**src/rtl/seq_multiplier_pkg.sv**
```systemverilog
// Shared definitions for the sequential shift-and-add multiplier and the
// gate-level arithmetic blocks it reuses.
package seq_multiplier_pkg;

  // Operand width used when the instantiating design does not override it.
  localparam int unsigned DEFAULT_WIDTH = 8;

  // Control states; the unused code 2'd3 is steered back to S_IDLE.
  typedef enum logic [1:0] {
    S_IDLE = 2'd0,
    S_RUN  = 2'd1,
    S_DONE = 2'd2
  } state_e;

endpackage : seq_multiplier_pkg

```
**src/rtl/seq_multiplier_adder.sv**
```systemverilog
// Gate library primitives and the ripple-carry adder built only from them.
// The adder has no arithmetic operators so it can be shared with the
// sequential divider later on.

// Two-input AND.
module and_gate (
  input  logic a_i,
  input  logic b_i,
  output logic y_o
);
  assign y_o = a_i & b_i;
endmodule : and_gate

// Two-input OR.
module or_gate (
  input  logic a_i,
  input  logic b_i,
  output logic y_o
);
  assign y_o = a_i | b_i;
endmodule : or_gate

// Two-input XOR.
module xor_gate (
  input  logic a_i,
  input  logic b_i,
  output logic y_o
);
  assign y_o = a_i ^ b_i;
endmodule : xor_gate

// One-bit full adder: propagate/generate form, 2 XOR + 2 AND + 1 OR.
module full_adder (
  input  logic x,
  input  logic y,
  input  logic cin,
  output logic s,
  output logic co
);
  logic p;  // propagate
  logic g;  // generate
  logic t;  // carry passed through by propagate

  xor_gate u_xor_p (.a_i(x),   .b_i(y),   .y_o(p));
  xor_gate u_xor_s (.a_i(p),   .b_i(cin), .y_o(s));
  and_gate u_and_g (.a_i(x),   .b_i(y),   .y_o(g));
  and_gate u_and_t (.a_i(p),   .b_i(cin), .y_o(t));
  or_gate  u_or_co (.a_i(g),   .b_i(t),   .y_o(co));
endmodule : full_adder

// WIDTH-bit ripple-carry adder: s = x + y + cin, carry-out on co.
module ripple_adder #(
  parameter int unsigned WIDTH = 8
) (
  input  logic [WIDTH-1:0] x,
  input  logic [WIDTH-1:0] y,
  input  logic             cin,
  output logic [WIDTH-1:0] s,
  output logic             co
);
  logic [WIDTH:0] carry;

  assign carry[0] = cin;
  assign co       = carry[WIDTH];

  for (genvar i = 0; i < WIDTH; i++) begin : g_bit
    full_adder u_fa (
      .x  (x[i]),
      .y  (y[i]),
      .cin(carry[i]),
      .s  (s[i]),
      .co (carry[i+1])
    );
  end
endmodule : ripple_adder

```
**src/rtl/seq_multiplier.sv**
```systemverilog
// Unsigned shift-and-add multiplier. One add/shift step per cycle for WIDTH
// cycles, then a single DONE cycle in which the registered product and the
// done pulse are presented together.
module seq_multiplier
  import seq_multiplier_pkg::*;
#(
  parameter int unsigned WIDTH = DEFAULT_WIDTH
) (
  input  logic                 clk,
  input  logic                 rst_n,
  input  logic                 start,
  input  logic [WIDTH-1:0]     a,
  input  logic [WIDTH-1:0]     b,
  output logic                 busy,
  output logic                 done,
  output logic [2*WIDTH-1:0]   product
);

  localparam int unsigned CNT_W = $clog2(WIDTH) + 1;

  state_e             state_q, state_d;
  logic [WIDTH-1:0]   m_q;        // multiplicand
  logic [WIDTH-1:0]   a_q;        // accumulator, high half of the product
  logic [WIDTH-1:0]   q_q;        // multiplier, shifts into the low half
  logic               c_q;        // carry into the adder, cleared every step
  logic [CNT_W-1:0]   cnt_q;      // steps remaining after the current one
  logic [2*WIDTH-1:0] product_q;

  logic [WIDTH-1:0]   addend;     // M gated by the current multiplier bit
  logic [WIDTH-1:0]   sum;
  logic               co;

  // Select M or zero with AND gates keyed by the multiplier LSB.
  for (genvar i = 0; i < WIDTH; i++) begin : g_gate_m
    and_gate u_and_m (.a_i(m_q[i]), .b_i(q_q[0]), .y_o(addend[i]));
  end

  ripple_adder #(.WIDTH(WIDTH)) u_adder (
    .x  (a_q),
    .y  (addend),
    .cin(c_q),
    .s  (sum),
    .co (co)
  );

  // State register.
  always_ff @(posedge clk or negedge rst_n) begin
    // NOTE: sequential state uses non-blocking assignments so every register
    // samples pre-edge values, independent of statement order.
    if (!rst_n) state_q <= S_IDLE;
    else        state_q <= state_d;
  end

  // Next-state logic; the unused encoding falls back to IDLE.
  always_comb begin
    // NOTE: assign a default first so no path leaves state_d unassigned,
    // which would otherwise infer a latch.
    state_d = state_q;
    case (state_q)
      S_IDLE:  if (start) state_d = S_RUN;
      S_RUN:   if (cnt_q == '0) state_d = S_DONE;
      S_DONE:  state_d = S_IDLE;
      default: state_d = S_IDLE;
    endcase
  end

  // Handshake outputs decoded from the state.
  always_comb begin
    busy = 1'b0;
    done = 1'b0;
    case (state_q)
      S_RUN:   busy = 1'b1;
      S_DONE:  done = 1'b1;
      default: ;
    endcase
  end

  // Operand capture, add/shift datapath, step counter and product register.
  always_ff @(posedge clk or negedge rst_n) begin
    // NOTE: every datapath register is reset, so an aborted operation never
    // leaves a stale product visible after reset.
    if (!rst_n) begin
      m_q       <= '0;
      a_q       <= '0;
      q_q       <= '0;
      c_q       <= 1'b0;
      cnt_q     <= '0;
      product_q <= '0;
    end else begin
      case (state_q)
        S_IDLE: begin
          if (start) begin
            m_q   <= a;
            q_q   <= b;
            a_q   <= '0;
            c_q   <= 1'b0;
            cnt_q <= CNT_W'(WIDTH - 1);
          end
        end
        S_RUN: begin
          // {C,A,Q} <= {co,sum,Q} >> 1
          a_q <= {co, sum[WIDTH-1:1]};
          q_q <= {sum[0], q_q[WIDTH-1:1]};
          c_q <= 1'b0;
          if (cnt_q == '0) begin
            // Capture the final shifted value so it is valid with done.
            product_q <= {co, sum, q_q[WIDTH-1:1]};
          end else begin
            cnt_q <= cnt_q - 1'b1;
          end
        end
        default: ;
      endcase
    end
  end

  assign product = product_q;

endmodule : seq_multiplier

```
**config.mk**
```make
export PLATFORM = sky130hd
export DESIGN_NAME = seq_multiplier
export DESIGN_NICKNAME = d
export VERILOG_FILES = /design/src/rtl/seq_multiplier_pkg.sv /design/src/rtl/seq_multiplier_adder.sv /design/src/rtl/seq_multiplier.sv
export SDC_FILE = /design/constraint.sdc
export NUM_CORES = 1
export LEC_CHECK = 0
export ABC_AREA = 1
export CAP_MARGIN = 20
export CORE_UTILIZATION = 45
export DETAILED_ROUTE_END_ITERATION = 6
export GPL_TIMING_DRIVEN = 1
export HOLD_SLACK_MARGIN = 0.03
export PLACE_DENSITY = 0.7
export SETUP_SLACK_MARGIN = 0.4
export SLEW_MARGIN = 20
export SYNTH_ARGS = -nofsm -noshare
export SYNTH_HDL_FRONTEND = slang
export SYNTH_SLANG_ARGS = --single-unit
```
**constraint.sdc**
```tcl
create_clock -name clk -period 13 [get_ports clk]
set_clock_uncertainty 0.2 [all_clocks]
set_input_delay 3.25 -clock clk [delete_from_list [all_inputs] [get_ports clk]]
set_output_delay 3.25 -clock clk [all_outputs]
set_load 0.01 [all_outputs]
```
==> results of run 1 <==
[report_power, final]
part / switching [mW] / total (mW) / internal [mW] / leakage [nW]
combinational: 0.164 / 0.295 / 0.130 / 0.584
clock: 0.0453 / 0.0990 / 0.0537 / 0.0575
sequential: 0.0392 / 0.248 / 0.209 / 0.562
[final cells by class]
cell class              count  area [sq um]
clock buffers               8           110
fillers                   390          1850
multi-input cells         144           806
well taps                  52          65.1
inverters                  20          78.8
flip-flops and latches     46          1150
repair buffers             36           358
[per-stage QoR]
step | instances | utilization | cell area (sq um) | power, mW | hold WS [ns]
6_report | 306 | 0.582 | 2570 | 0.642 | 0.276
3_5_place_dp | 298 | 0.556 | 2460 | 0.547 | 0.259
2_1_floorplan | 218 | - | 2100 | 0.456 | 0.242
5_1_grt | 306 | 0.582 | 2570 | 0.696 | 0.306
4_1_cts | 306 | 0.581 | 2570 | 0.649 | 0.279
3_3_place_gp | 298 | 0.556 | 2460 | 0.540 | 0.258
[critical path, stage by stage (launching register included)]
cell	delay (ns)
dfrtp_1	0.43
nand2_2	0.36
clkinv_2	0.30
clkdlybuf4s50_1	0.55
[layout by cell type (no fill, tap or decap), drive strengths merged]
cell / count
buf: 1
o21ai: 12
clkbuf: 8
o22ai: 14
nand2: 81
clkinv: 1
nor2: 13
ha: 2
dfrtp: 46
clkdlybuf4s50: 35
nand3: 5
fa: 7
nor3: 8
a21oi: 2
inv: 19
[cells by family (layout without fill, tap and decap cells)]
group	after synthesis	after routing
flip-flops	46	46
buffers and inverters	28	64
AO/OA/AOI/OAI	28	28
AND/OR/NAND/NOR	107	107
adder cells (fa/ha/maj)	9	9
[per-layer routing]
layer | vias up | wire (um) | share of wire | global-route usage
met2 | 32 | 1960 | 0.50 | 0.291
met3 | 4 | 117 | 0.030 | 0.0476
li1 | 766 | - | - | -
met4 | 0 | 42 | 0.011 | 0.0422
met5 | - | 0 | 0 | 0
met1 | 713 | 1780 | 0.46 | 0.218
[state kept, by name, summed over array words and instances (netlist names)]
register  cells
product      16
q_q           8
state_q       2
m_q           8
cnt_q         4
a_q           8
[worst max-delay path by stage]
stage	startpoint	to	slack (ns)
floorplan	state_q[0]	busy	8.78
global placement	state_q[0]	busy	7.98
detailed placement	state_q[0]	busy	7.95
CTS	state_q[0]	busy	7.61
global route	state_q[0]	busy	7.49
finish	state_q[0]	busy	7.62
==> impl_metrics.toml, run 1 <==
[outcome]
status = "complete, no violations"

[synthesis]
synth_area_per_cell_sq_um = 9.63
synth_top_area_share = 0.549
synth_top_family_by_area = "simple AND/OR/NAND/NOR gates"
synth_enable_flop_cells = 0
yosys.area_share.simple = 0.219
synthAdderAreaFrac = 0.0787
syn_nets = 246
yosysWarnings = 0
yosys.area.top_type = "dfrtp_1"
synth_compound_area_frac = 0.0859
synthCells = 218
muxShareOfSynthArea = 0
ys_ff_latch = 46
synthTopCellsByCount = "nand2_1, dfrtp_1, inv_1"
synth_area_leaders = "dfrtp_1, nand2_1, fa_1"
synth_cell_type_count = 24
synth_flop_cell = "dfrtp_1"
syn-cell-area_sq_mm = 0.00210
synth_xor_area_frac = 0
async_flop_share = 1.00
synth-seq-area-share = 0.549
yosysMostFrequentCell = "nand2_1"

[die]
start_util = 0.475
die-width_um = 70.3
die_h_um = 70.3
fp-row-count = 24
die_area_sq_mm = 0.00494
core_area_sq_mm = 0.00441
io_pins = 37

[grt]
grt_pass1_vias = 1492
track_usage = 0.172
grt_remaining_overflow = 0
grt_first_pass_wirelength_mm = 6.63
grt_max_degree = 47
antenna_found_initial = 0

[clocking]
path_clk_slew_ns = 0.08
cts_setup_buffers = 0
postCtsHoldBufs = 0
clock_latency_ns = 0.29
cts_resized = 0
clockBufferDepth = 2
cts_max_level = 2
cts_sinks = 46
cts_root_buf = "clkbuf_8"
tritoncts = "built"
cts_made_buffers = 5

[power]
ir_drop_uv = 97.7
power.leakage_nw = 1.20
power.density_mw_per_mm2 = 250

[route]
wl_mm = 3.90
drc = 0
dr.pass1.iters = 5
vias = 1515
initialDrtViolationCount = 98
ant_nets = 0
wl_per_cell_um = 12.7
viasPerCell = 4.95

[final_layout]
nNetsFinal = 281
drive_gt1_frac = 0.102
diodes = 0
syn2layout_area_growth_pct = 22.4

[timing]
clock.fmax_mhz = 186
final_max_slew_viol_count = 0
tightest_slew_ns = 0.569
fin_crit_sh = 0.414
final.setup.tns_ns = 0
period_needed_ns = 5.38
setup_viol = 0
setup_slack_ns = 7.62
slew_headroom = 0.621
hold_viol_final = 0
rsz0062_at_grt = "no"

[placed_design]
place.gp.congestion = 0.811
place_ws_ns = 7.95
io_buffers = 36
hpwl_mm = 2.67

[worst_hold_path]
hp-start = "m_q[7]"
hold_end = "m_q[7]"
min_path_type = "register to register"
worstHoldPathCells = 2

[worst_setup_path]
endpoint_kind = "output port"
crit_fanout = 20
timing.rr.end = "a_q[6]"
critical_path_class = "register to output port"
worstReg2RegStart = "q_q[0]"
cp_data_arrival_time_ns = 1.93
startpoint_type = "register"
worstRegToRegCells = 14
required_ns = 9.55
rrSetupSlack_ns = 8.69

[run]
cap_violations = 0
(Power assumes the default switching activity.)
==> run 2: changes to the inputs <==
==> constraint.sdc (replaced) <==
create_clock -name clk -period 5.5 [get_ports clk]
set_clock_uncertainty 0.2 [all_clocks]
set_input_delay 1.375 -clock clk [delete_from_list [all_inputs] [get_ports clk]]
set_output_delay 1.375 -clock clk [all_outputs]
set_load 0.01 [all_outputs]
==> impl_metrics.toml, run 2 (synthesis results as in run 1) <==
[final_layout]
syn2layout_area_growth_pct = 22.4
drive_gt1_frac = 0.102
seqCellArea_sq_mm = 0.00115
layout_commonest_cell = "nand2_1"
layout_common_cells = "nand2_1, dfrtp_1, clkdlybuf4s50_1, inv_1, o22ai_1"
diodes = 0
nNetsFinal = 281
n_fill_cell = 418
multi_input_area_sq_um = 806
largest_register_ff_count = 16

[worst_setup_path]
timing.rr.end = "a_q[6]"
crit_fanout = 9
worstRegToRegCells = 14
startpoint_type = "register"
endpoint_kind = "register"
rrSetupSlack_ns = 1.35
cp_data_arrival_time_ns = 4.13
required_ns = 5.47
critical_path_class = "register to register"
worstReg2RegStart = "q_q[0]"

[timing]
fin_crit_sh = 0.755
tightest_slew_ns = 0.565
hold_viol_final = 0
holdWs_ns = 0.279
final_max_slew_viol_count = 0
setup_slack_ns = 1.35
rsz0062_at_grt = "no"
final.setup.tns_ns = 0
setup_viol = 0
period_needed_ns = 4.15
slew_headroom = 0.623
clock.fmax_mhz = 241

[die]
io_pins = 37
core_area_sq_mm = 0.00441
start_util = 0.475
die_area_sq_mm = 0.00494
fp-row-count = 24
die_h_um = 70.3
die-width_um = 70.3

[clocking]
cts_setup_buffers = 0
cts_resized = 0
cts_sinks = 46
cts_made_buffers = 5
tritoncts = "built"
cts_max_level = 2
cts_root_buf = "clkbuf_8"
path_clk_slew_ns = 0.08
postCtsHoldBufs = 0
clock_latency_ns = 0.29
clockBufferDepth = 2

[outcome]
status = "complete, no violations"

[grt]
grt_pass1_vias = 1578
antenna_found_initial = 0
grt_remaining_overflow = 0
track_usage = 0.180
grt_first_pass_wirelength_mm = 6.93
grt_max_degree = 47

[route]
ant_nets = 0
wl_per_cell_um = 12.4
viasPerCell = 4.91
initialDrtViolationCount = 63
wl_mm = 3.79
drc = 0
dr.pass1.iters = 4
vias = 1502

[run]
cap_violations = 0

[power]
total_power_mw = 1.51
ir_drop_uv = 292
power.density_mw_per_mm2 = 588
power.leakage_nw = 1.20

[worst_hold_path]
min_path_type = "register to register"
worstHoldPathCells = 2
hold_end = "m_q[2]"
hp-start = "m_q[2]"

[placed_design]
place.gp.congestion = 0.719
place_ws_ns = 1.34
hpwl_mm = 2.66
io_buffers = 36
==> run 2: cell counts in the layout (fill, tap and decap cells not counted) <==
Identical to the previous run, type by type.
==> run 2: worst max-delay path, stage by stage (launching register included) <==
cell     delay (ns)
dfrtp_1        0.50
nand2_1        0.09
inv_1          0.07
ha_1           0.14
inv_1          0.05
fa_1           0.41
fa_1           0.43
fa_1           0.42
fa_1           0.42
fa_1           0.39
inv_1          0.08
fa_1           0.16
inv_1          0.05
fa_1           0.54
o21ai_1        0.08
==> run 2: how the worst max path moves through the flow <==
stage	from	end	slack (ns)
2_1_floorplan	q_q[0]	a_q[6]	1.42
3_3_place_gp	q_q[0]	a_q[6]	1.41
3_5_place_dp	q_q[0]	a_q[6]	1.34
4_1_cts	q_q[0]	a_q[6]	1.31
5_1_grt	q_q[0]	a_q[6]	1.05
6_report	q_q[0]	a_q[6]	1.35
==> run 2: stage by stage <==
stage | cell area, sq um | utilization | cells
final | 2570 | 0.582 | 306
after detailed placement | 2460 | 0.556 | 298
after floorplan | 2100 | - | 218
after global placement | 2460 | 0.556 | 298
after global routing | 2570 | 0.582 | 306
after CTS | 2570 | 0.581 | 306
==> run 2: layer usage <==
metal	wire, um	track usage
met1	1820	0.223
met2	1770	0.299
met3	98	0.0361
met4	99	0.0867
met5	0	0
==> run 2: layout make-up <==
| type | instances | area share |
|---|---|---|
| inverter | 20 | 0.0307 |
| timing repair buffer | 36 | 0.139 |
| sequential | 46 | 0.448 |
| tap | 52 | 0.0253 |
| clock buffer | 8 | 0.0429 |
| multi-input combinational | 144 | 0.314 |
==> run 2: power by group <==
group	switching [mW]	internal, mW	total, mW
combinational	0.384	0.308	0.691
clock	0.107	0.127	0.234
sequential	0.0905	0.494	0.584
total	0.581	0.928	1.51
==> run 3: changes to the inputs <==
--- a/config.mk
+++ b/config.mk
@@ -11,7 +11,7 @@
 export DETAILED_ROUTE_END_ITERATION = 6
 export GPL_TIMING_DRIVEN = 1
 export HOLD_SLACK_MARGIN = 0.03
-export PLACE_DENSITY = 0.7
+export PLACE_DENSITY = 0.73
 export SETUP_SLACK_MARGIN = 0.4
 export SLEW_MARGIN = 20
 export SYNTH_ARGS = -nofsm -noshare
==> constraint.sdc (replaced) <==
create_clock -name clk -period 3.75 [get_ports clk]
set_clock_uncertainty 0.2 [all_clocks]
set_input_delay 0.9375 -clock clk [delete_from_list [all_inputs] [get_ports clk]]
set_output_delay 0.9375 -clock clk [all_outputs]
set_load 0.01 [all_outputs]
==> impl_metrics.toml, run 3 (synthesis results as in run 1) <==
[outcome]
status = "complete, no violations"

[worst_setup_path]
crit_fanout = 3
max_stage_delay_ns = 0.51
cp_data_arrival_time_ns = 3.56
endpoint_kind = "register"
startpoint_type = "register"
crit_path_frequent_cell = "fa_2"
path_cells = "nand2_1, inv_1, ha_1, inv_1, fa_2, fa_2, fa_2, fa_2, fa_2, inv_2, fa_1, inv_1, fa_1, o21ai_1"
required_ns = 3.71
critical_path_class = "register to register"
crit_family = "adder cells"
timing.critical_path.buf_inv = 4
crit_slowest_cell = "fa_1"

[final_layout]
nNetsFinal = 283
stdcell_area_sq_mm = 0.00258
layout_commonest_cell = "nand2_1"
layout_common_cells = "nand2_1, dfrtp_1, clkdlybuf4s50_1, inv_1, o22ai_1"
n_fill_cell = 376
syn2layout_area_growth_pct = 23.0
largest_register_ff_count = 16
fin_util = 0.585
drive_gt1_frac = 0.133
diodes = 0

[timing]
setup_viol = 0
slew_headroom = 0.612
holdWs_ns = 0.281
hold_viol_final = 0
tightest_slew_ns = 0.581
fin_crit_sh = 0.960
final_max_slew_viol_count = 0
period_needed_ns = 3.60
clock.fmax_mhz = 278
rsz0062_at_grt = "yes"

[route]
wl_mm = 3.95
initialDrtViolationCount = 93
wl_per_cell_um = 12.8
dr.pass1.iters = 4
viasPerCell = 5.02
vias = 1546
drc = 0
ant_nets = 0

[grt]
grt_first_pass_wirelength_mm = 6.88
grt_max_degree = 47
grt_pass1_vias = 1476
track_usage = 0.180
antenna_found_initial = 0
grt_remaining_overflow = 0

[die]
core_area_sq_mm = 0.00441
start_util = 0.475
die-width_um = 70.3
io_pins = 37
die_h_um = 70.3
fp-row-count = 24
die_area_sq_mm = 0.00494

[clocking]
path_clk_slew_ns = 0.09
clockBufferDepth = 2
cts_max_level = 2
tritoncts = "built"
cts_sinks = 46
cts_root_buf = "clkbuf_8"
cts_made_buffers = 5
clock_latency_ns = 0.29

[placed_design]
place_area_sq_mm = 0.00248
hpwl_mm = 2.65
io_buffers = 36
place.gp.congestion = 0.818

[power]
ir_drop_uv = 375
power.leakage_nw = 1.20
power.density_mw_per_mm2 = 867
total_power_mw = 2.24

[worst_hold_path]
min_path_type = "register to register"

[run]
cap_violations = 0
run 3: changes by cell type in the layout (fill, tap and decap cells not counted):
| cell | delta |
|---|---|
| buf_4 | +1 |
| buf_6 | +1 |
| clkbuf_1 | +1 |
| clkbuf_8 | -2 |
| clkinv_2 | +1 |
| fa_1 | -5 |
| fa_2 | +5 |
| inv_1 | -2 |
| inv_2 | +2 |
run 3: power breakdown:
group / switching (mW) / leakage, nW / internal [mW]
Clock: 0.159 / 0.0482 / 0.149
Combinational: 0.594 / 0.592 / 0.483
Sequential: 0.130 / 0.562 / 0.724
run 3: tightest hold or removal path: stages, from the launching register on:
cell and delay [ns]:
dfrtp_1 0.35, nand2_1 0.05, nand2_1 0.05
run 3: repair_timing:
action	4_1_cts	5_1_grt
buffers inserted	0	1
hold endpoints to repair	0	0
endpoints found under the setup margin	6	6
hold buffers	0	0
gates resized for setup	2	0
run 3: area by class of cell:
| type | count | area (sq um) | area share |
|---|---|---|---|
| flip-flops and latches | 46 | 1150 | 0.446 |
| repair buffers | 38 | 377 | 0.146 |
| inverters | 20 | 78.8 | 0.0305 |
| clock buffers | 7 | 86.3 | 0.0334 |
| clock inverters | 1 | 5.00 | 0.00194 |
| multi-input cells | 144 | 818 | 0.317 |
| well taps | 52 | 65.1 | 0.0252 |
run 3: final timing paths:
| check | from | to | slack, ns | cells past startpoint |
|---|---|---|---|---|
| min | product[4] | product[4] | 0.28 | 2 |
| max reg2reg | q_q[0] | a_q[6] | 0.15 | 14 |
| max in group asynchronous | rst_n | a_q[6] | 2.51 | 1 |
| min in group asynchronous | rst_n | product[3] | 0.44 | 1 |
| max | q_q[0] | a_q[6] | 0.15 | 14 |
| min reg2reg | product[4] | product[4] | 0.28 | 2 |
run 3: metal layers:
layer,GRT usage,up-vias,part of all wire
met5,0,-,0
met4,0.0600,0,0.011
met3,0.0390,4,0.026
met2,0.292,24,0.48
met1,0.241,755,0.48
li1,-,763,-
run 3: metrics by stage:
stage | setup slack, ns | setup TNS (ns) | instances
6_report | 0.149 | 0 | 308
5_1_grt | -0.0169 | -0.0169 | 308
4_1_cts | 0.153 | 0 | 307
3_5_place_dp | 0.196 | 0 | 299
3_3_place_gp | 0.256 | 0 | 299
2_1_floorplan | 0.220 | 0 | 218
